## src/rtl/cbus_sram_responder_pkg.sv

```systemverilog
// rtl/cbus_sram_responder_pkg.sv - shared cache-bus types and responder helpers
// Contents: cbus_req_t / cbus_resp_t transaction structs, axi_len_t burst
// length, MSIZE*/MLEN* encodings, responder FSM state enum, and helpers that
// validate a burst length and turn it into the address wrap mask.
package cbus_sram_responder_pkg;

  typedef logic [3:0] axi_len_t;

  localparam logic [2:0] MSIZE1 = 3'd0;
  localparam logic [2:0] MSIZE2 = 3'd1;
  localparam logic [2:0] MSIZE4 = 3'd2;

  localparam axi_len_t MLEN1  = 4'd0;
  localparam axi_len_t MLEN2  = 4'd1;
  localparam axi_len_t MLEN4  = 4'd3;
  localparam axi_len_t MLEN8  = 4'd7;
  localparam axi_len_t MLEN16 = 4'd15;

  typedef struct packed {
    logic        valid;
    logic        is_write;
    logic [2:0]  size;
    logic [31:0] addr;
    logic [3:0]  strobe;
    logic [31:0] data;
    axi_len_t    len;
  } cbus_req_t;

  typedef struct packed {
    logic        ready;
    logic        last;
    logic [31:0] data;
  } cbus_resp_t;

  typedef enum logic [1:0] {IDLE, RD, WR, DONE} cbus_rsp_state_t;

  function automatic logic len_legal(input axi_len_t len);
    return (len == MLEN1) || (len == MLEN2) || (len == MLEN4) ||
           (len == MLEN8) || (len == MLEN16);
  endfunction

  // Legal lengths are 2^n-1, so the length itself is the mask of counting
  // address bits; an illegal length collapses to a single beat.
  function automatic axi_len_t wrap_mask(input axi_len_t len);
    return len_legal(len) ? len : MLEN1;
  endfunction

endpackage

```

## src/rtl/cbus_sram_responder_lfsr8.sv

```systemverilog
// rtl/cbus_sram_responder_lfsr8.sv - 8-bit maximal LFSR used as a beat-stall source
// Ports:
//   clk_i   in   clock
//   rst_i   in   asynchronous active-high reset, loads SEED
//   lfsr_o  out  current LFSR state; bit 0 requests a stall this cycle
module cbus_lfsr8 #(
  parameter logic [7:0] SEED = 8'hA5
) (
  input  logic       clk_i,
  input  logic       rst_i,
  output logic [7:0] lfsr_o
);

  logic [7:0] lfsr_q;
  logic [7:0] lfsr_d;

  // Fibonacci form of x^8 + x^6 + x^5 + x^4 + 1.
  assign lfsr_d = {lfsr_q[6:0], lfsr_q[7] ^ lfsr_q[5] ^ lfsr_q[4] ^ lfsr_q[3]};

  always_ff @(posedge clk_i or posedge rst_i) begin
    if (rst_i) lfsr_q <= SEED;
    else       lfsr_q <= lfsr_d;
  end

  assign lfsr_o = lfsr_q;

endmodule

```

## src/rtl/cbus_sram_responder.sv

```systemverilog
// rtl/cbus_sram_responder.sv - cache-bus responder backed by a 1-cycle synchronous SRAM
// Optional macro: CBUS_RESP_STALL_EN inserts LFSR-driven gaps between beats.
// Ports:
//   clk        in   clock
//   reset      in   asynchronous active-high reset
//   creq       in   cbus_req_t request (valid, is_write, size, addr, strobe, data, len)
//   cresp      out  cbus_resp_t response (ready, last, data)
//   mem_en     out  SRAM access enable
//   mem_we     out  SRAM byte write enables
//   mem_addr   out  SRAM word address
//   mem_wdata  out  SRAM write data
//   mem_rdata  in   SRAM read data, valid the cycle after a read
//   err_proto  out  sticky protocol-violation flag
module cbus_sram_responder
  import cbus_sram_responder_pkg::*;
#(
  parameter int         MEM_AW    = 16,
  parameter logic [7:0] LFSR_SEED = 8'hA5
) (
  input  logic              clk,
  input  logic              reset,
  input  cbus_req_t         creq,
  output cbus_resp_t        cresp,
  output logic              mem_en,
  output logic [3:0]        mem_we,
  output logic [MEM_AW-1:0] mem_addr,
  output logic [31:0]       mem_wdata,
  input  logic [31:0]       mem_rdata,
  output logic              err_proto
);

  cbus_rsp_state_t   state_q;
  logic [MEM_AW-1:0] base_q;
  axi_len_t          len_q;
  logic [4:0]        cnt_q;     // RD: reads issued; WR: beats written
  axi_len_t          pres_q;    // RD: beats handed to the initiator
  logic              rvalid_q;  // a read was issued last cycle
  logic              bufv_q;    // read data parked while a beat is stalled
  logic [31:0]       buf_q;
  logic              err_q;
  logic              stall;

`ifdef CBUS_RESP_STALL_EN
  logic [7:0] lfsr;
  logic [6:0] unused_lfsr;

  cbus_lfsr8 #(.SEED(LFSR_SEED)) u_lfsr (
    .clk_i  (clk),
    .rst_i  (reset),
    .lfsr_o (lfsr)
  );

  assign stall       = lfsr[0];
  assign unused_lfsr = lfsr[7:1];
`else
  logic [7:0] unused_seed;

  assign stall       = 1'b0;
  assign unused_seed = LFSR_SEED;
`endif

  logic unused_bits;
  assign unused_bits = ^{creq.size, creq.addr[31:MEM_AW+2], creq.addr[1:0]};

  // Low address bits selected by the mask count and wrap; upper bits hold.
  logic [3:0]        low_sum;
  logic [MEM_AW-1:0] beat_addr;
  assign low_sum   = base_q[3:0] + cnt_q[3:0];
  assign beat_addr = {base_q[MEM_AW-1:4], (base_q[3:0] & ~len_q) | (low_sum & len_q)};

  logic rd_issue;
  logic rd_present;
  logic wr_beat;
  assign rd_issue   = (state_q == RD) && (cnt_q <= {1'b0, len_q}) && !stall;
  assign rd_present = (state_q == RD) && (rvalid_q || bufv_q) && !stall;
  // A dropped valid suppresses the write in the same cycle it is seen.
  assign wr_beat    = (state_q == WR) && creq.valid && !stall;

  assign mem_en     = rd_issue || wr_beat;
  assign mem_we     = wr_beat ? creq.strobe : 4'b0000;
  assign mem_wdata  = wr_beat ? creq.data : 32'd0;
  assign mem_addr   = mem_en ? beat_addr : '0;

  assign cresp.ready = rd_present || wr_beat;
  assign cresp.last  = (rd_present && (pres_q == len_q)) ||
                       (wr_beat && (cnt_q[3:0] == len_q));
  assign cresp.data  = rd_present ? (bufv_q ? buf_q : mem_rdata) : 32'd0;
  assign err_proto   = err_q;

  always_ff @(posedge clk or posedge reset) begin
    if (reset) begin
      state_q  <= IDLE;
      base_q   <= '0;
      len_q    <= MLEN1;
      cnt_q    <= 5'd0;
      pres_q   <= 4'd0;
      rvalid_q <= 1'b0;
      bufv_q   <= 1'b0;
      buf_q    <= 32'd0;
      err_q    <= 1'b0;
    end else begin
      case (state_q)
        IDLE: begin
          if (creq.valid) begin
            base_q   <= creq.addr[MEM_AW+1:2];
            len_q    <= wrap_mask(creq.len);
            cnt_q    <= 5'd0;
            pres_q   <= 4'd0;
            rvalid_q <= 1'b0;
            bufv_q   <= 1'b0;
            if (!len_legal(creq.len)) err_q <= 1'b1;
            state_q  <= creq.is_write ? WR : RD;
          end
        end
        RD: begin
          if (rd_present && cresp.last) begin
            rvalid_q <= 1'b0;
            bufv_q   <= 1'b0;
            state_q  <= DONE;
          end else if (!creq.valid) begin
            rvalid_q <= 1'b0;
            bufv_q   <= 1'b0;
            err_q    <= 1'b1;
            state_q  <= IDLE;
          end else begin
            rvalid_q <= rd_issue;
            if (rd_issue) cnt_q <= cnt_q + 5'd1;
            if (rd_present) begin
              pres_q <= pres_q + 4'd1;
              bufv_q <= 1'b0;
            end else if (stall && rvalid_q) begin
              // Data arriving during a stall would be lost; park it.
              buf_q  <= mem_rdata;
              bufv_q <= 1'b1;
            end
          end
        end
        WR: begin
          if (!creq.valid) begin
            err_q   <= 1'b1;
            state_q <= IDLE;
          end else if (wr_beat) begin
            if (cresp.last) state_q <= DONE;
            else            cnt_q   <= cnt_q + 5'd1;
          end
        end
        DONE: begin
          state_q <= IDLE;
        end
        default: begin
          state_q <= IDLE;
        end
      endcase
    end
  end

endmodule

```

## config.mk

```make
export PLATFORM = sky130hd
export DESIGN_NAME = cbus_sram_responder
export DESIGN_NICKNAME = d
export VERILOG_FILES = /design/src/rtl/cbus_sram_responder_pkg.sv /design/src/rtl/cbus_sram_responder_lfsr8.sv /design/src/rtl/cbus_sram_responder.sv
export SDC_FILE = /design/constraint.sdc
export NUM_CORES = 1
export LEC_CHECK = 0
export CORE_UTILIZATION = 31
export DETAILED_ROUTE_END_ITERATION = 6
export GPL_ROUTABILITY_DRIVEN = 0
export HOLD_SLACK_MARGIN = 0.06
export PLACE_DENSITY = 0.78
export SYNTH_ARGS = -nofsm -noshare
export SYNTH_HDL_FRONTEND = slang
export SYNTH_SLANG_ARGS = --single-unit
```

## constraint.sdc

```tcl
create_clock -name clk -period 2.2 [get_ports clk]
set_input_delay 0.44 -clock clk [delete_from_list [all_inputs] [get_ports clk]]
set_output_delay 0.44 -clock clk [all_outputs]
set_load 0.02 [all_outputs]
```

==> impl_metrics.py <==
metrics = {
    "timing": {
        "fin_ws_ns": -0.5617,
        "whs_ns": 0.4391,
        "finalSetupTns_ns": -9.018,
        "min_period_ns": 2.762,
        "finClkSkew_ns": 0.006713,
        "tightest_slew_ns": 0.4199,
        "fmax_ghz": 0.3621,
        "hold_viol_final": 0,
        "rsz0062_at_grt": "yes",
        "fin_crit_sh_pct": 125.5,
        "setup_violations": 18,
        "relSlewSlack_pct": 71.98,
        "maxSlewViolCount": 0,
    },
    "logic_synthesis": {
        "syn_area_um2": 2621,
        "ys_types": 50,
        "synth_edf_count": 0,
        "netlist_instances": 299,
        "yosys_warnings": 0,
        "syn_area_per_cell_um2": 8.767,
        "yosysSeqAreaShare_pct": 31.50,
        "synth_seq_cells": 33,
        "syn-num-nets": 424,
        "synth-async-reset-ratio_pct": 100.0,
        "synth_ff_type": "dfrtp_1",
    },
    "global_route": {
        "use_met1_pct": 30.11,
        "grt-ovfl-total": 0,
        "track_usage_pct": 22.25,
        "grt_max_degree": 37,
        "antenna_found_initial": 0,
        "grt_first_pass_wirelength_um": 15450,
        "grtUsageMet3_pct": 5.016,
        "grt_busiest_layer": "met2",
        "use_met2_pct": 36.25,
        "grt_pass1_vias": 3085,
    },
    "drt": {
        "vias_per_cell": 5.021,
        "vias": 3158,
        "drt_first_pass_iters": 4,
        "drc": 0,
        "wirelength_um": 10320,
        "postRouteAntennaNets": 0,
        "drt-initial-drc-count": 162,
        "wire_per_inst_um": 16.40,
    },
    "finish": {
        "final_util_pct": 63.41,
        "multi_input_area_um2": 1821,
        "seq_area_um2": 828.3,
        "layout_commonest_cell": "clkdlybuf4s50_1",
        "drive_gt1_share_pct": 25.43,
        "area_growth_pct": 98.76,
        "most-common-layout-cells": "clkdlybuf4s50_1, and3_1, buf_4",
        "num-fill-cells": 684,
        "layout.nets": 647,
    },
    "worst_hold_path": {
        "hold_path_class": "in2async",
    },
    "floorplanning": {
        "dieWidth_um": 93.96,
        "io_pins": 199,
        "dieHeight_um": 93.96,
        "initial_core_util_pct": 31.90,
        "fp-row-count": 33,
        "core-area_um2": 8217,
        "die-area_um2": 8828,
    },
    "critical_path": {
        "path_max_fanout": 17,
        "worst_setup_path_end_kind": "primary output",
        "cp.arrival_ns": 2.32,
        "worst_setup_path_start_kind": "flop",
        "critPathKind": "reg2out",
        "r2r_cells": 8,
        "worstPathRequired_ns": 1.76,
    },
    "pwr": {
        "ir_worst_vdd_mv": 0.7916,
        "p_leak_nw": 2.671,
        "power-per-cell-area_nw_per_um2": 1194,
    },
    "clocking": {
        "h-tree-depth": 2,
        "clock_latency_ns": 0.29,
        "cts-root-buf": "clkbuf_8",
        "cts_buffers": 5,
        "cts_sinks": 33,
        "clk_pin_slew_worst_paths_ns": 0.07,
        "cts_buffer_depth": 2,
        "cts_tree": "done",
    },
    "outcome": {
        "status": "complete, but fails checks",
        "violations": "setup timing",
    },
    "flow_run": {
        "drv_cap": 0,
    },
    "placement": {
        "place_ws_ns": -0.6432,
        "portBuffers": 179,
        "hpwl_um": 7777,
    },
}
## cells in the mapped netlist, types with 3 or more instances
library cell | instances | area share, %
a21boi_1 | 13 | 3.7
a21oi_1 | 5 | 0.95
and2_1 | 3 | 0.72
and3_1 | 68 | 16
clkbuf_1 | 21 | 3.0
dfrtp_1 | 33 | 32
ha_1 | 13 | 6.2
inv_1 | 17 | 2.4
mux2_1 | 16 | 6.9
nand2_1 | 19 | 2.7
nand2b_1 | 3 | 0.72
nand3_1 | 11 | 2.1
nor2_1 | 6 | 0.86
nor3_1 | 3 | 0.57
o211ai_1 | 6 | 1.7
o21ai_0 | 3 | 0.57
o21ai_1 | 6 | 1.1
o31ai_1 | 6 | 1.7
or3_1 | 5 | 1.2
xnor2_1 | 4 | 1.3
## cell families (layout without fill, tap and decap cells)
kind of cell / count (synthesis) / after routing / synth area share, %
compound gates: 62 / 62 / 18.38
xor+xnor: 6 / 6 / 2.005
fa+ha+maj: 14 / 14 / 6.969
buf+inv: 41 / 265 / 6.205
flops: 33 / 33 / 31.50
mux: 19 / 19 / 8.067
other cells: 0 / 1 / 0
simple gates: 124 / 124 / 26.87
## cell type report
type | instances | share of cell area [%]
flip-flops and latches | 33 | 15.90
inverters | 18 | 1.297
repair buffers | 239 | 43.35
clock buffers | 7 | 1.849
clock inverters | 1 | 0.09606
multi-input cells | 225 | 34.94
diodes | 1 | 0.04803
well taps | 105 | 2.522
## per-layer routing
layer / vias to the layer above / wire length (µm)
li1: 1530 / -
met3: 11 / 680
met2: 96 / 5058
met1: 1521 / 4482
met5: - / 0
met4: 0 / 93
## what timing repair did
action,CTS,global route
gates cloned,0,1
endpoints found under the setup margin,91,56
hold buffers,0,0
gates resized for setup,204,22
buffers inserted,5,6
pin swaps,4,13
## critical path, stage by stage, from the launching register on
cell      delay, ns
dfrtp_2        0.43
ha_4           0.24
nor2b_4        0.12
o211ai_1       0.23
nand3b_1       0.14
a211o_1        0.37
buf_12         0.18
a22oi_2        0.15
buf_4          0.16
## flip-flops by register name, summed over array words and instances, names as in the netlist
register / count
base_q: 16
cnt_q: 5
err_proto: 1
len_q: 4
pres_q: 4
rvalid_q: 1
state_q: 2
## path summary, 6_finish.rpt
| path | slack, ns | startpoint | end |
|---|---|---|---|
| min in group clk | 0.47 | err_proto$_DFFE_PP0P_ | err_proto$_DFFE_PP0P_ |
| worst max register to register | 0.05 | state_q[1]$_DFFE_PP0P_ | cnt_q[0]$_DFFE_PP0P_ |
| worst min register to register | 0.47 | err_proto$_DFFE_PP0P_ | err_proto$_DFFE_PP0P_ |
| worst min-delay path | 0.44 | reset | base_q[2]$_DFFE_PP0P_ |
| max in group asynchronous | 1.27 | reset | cnt_q[1]$_DFFE_PP0P_ |
| worst max-delay path | -0.56 | cnt_q[1]$_DFFE_PP0P_ | mem_addr[3] |
## through the flow
stage | cell area [µm²] | cells | power, W
final | 5210 | 629 | 0.006221
after global routing | 5207 | 628 | 0.006655
after CTS | 5049 | 623 | 0.005832
after detailed placement | 4908 | 610 | 0.005204
after global placement | 4908 | 610 | 0.005075
after floorplan | 2680 | 299 | 0.003339
## power breakdown
| group | leakage, nW | internal, W | switching, W |
|---|---|---|---|
| combinational | 2.21 | 0.00232 | 0.00234 |
| sequential | 0.408 | 0.000860 | 0.000182 |
| clock | 0.0542 | 0.000283 | 0.000237 |
| total | 2.67 | 0.00346 | 0.00276 |
(Power assumes the default switching activity.)
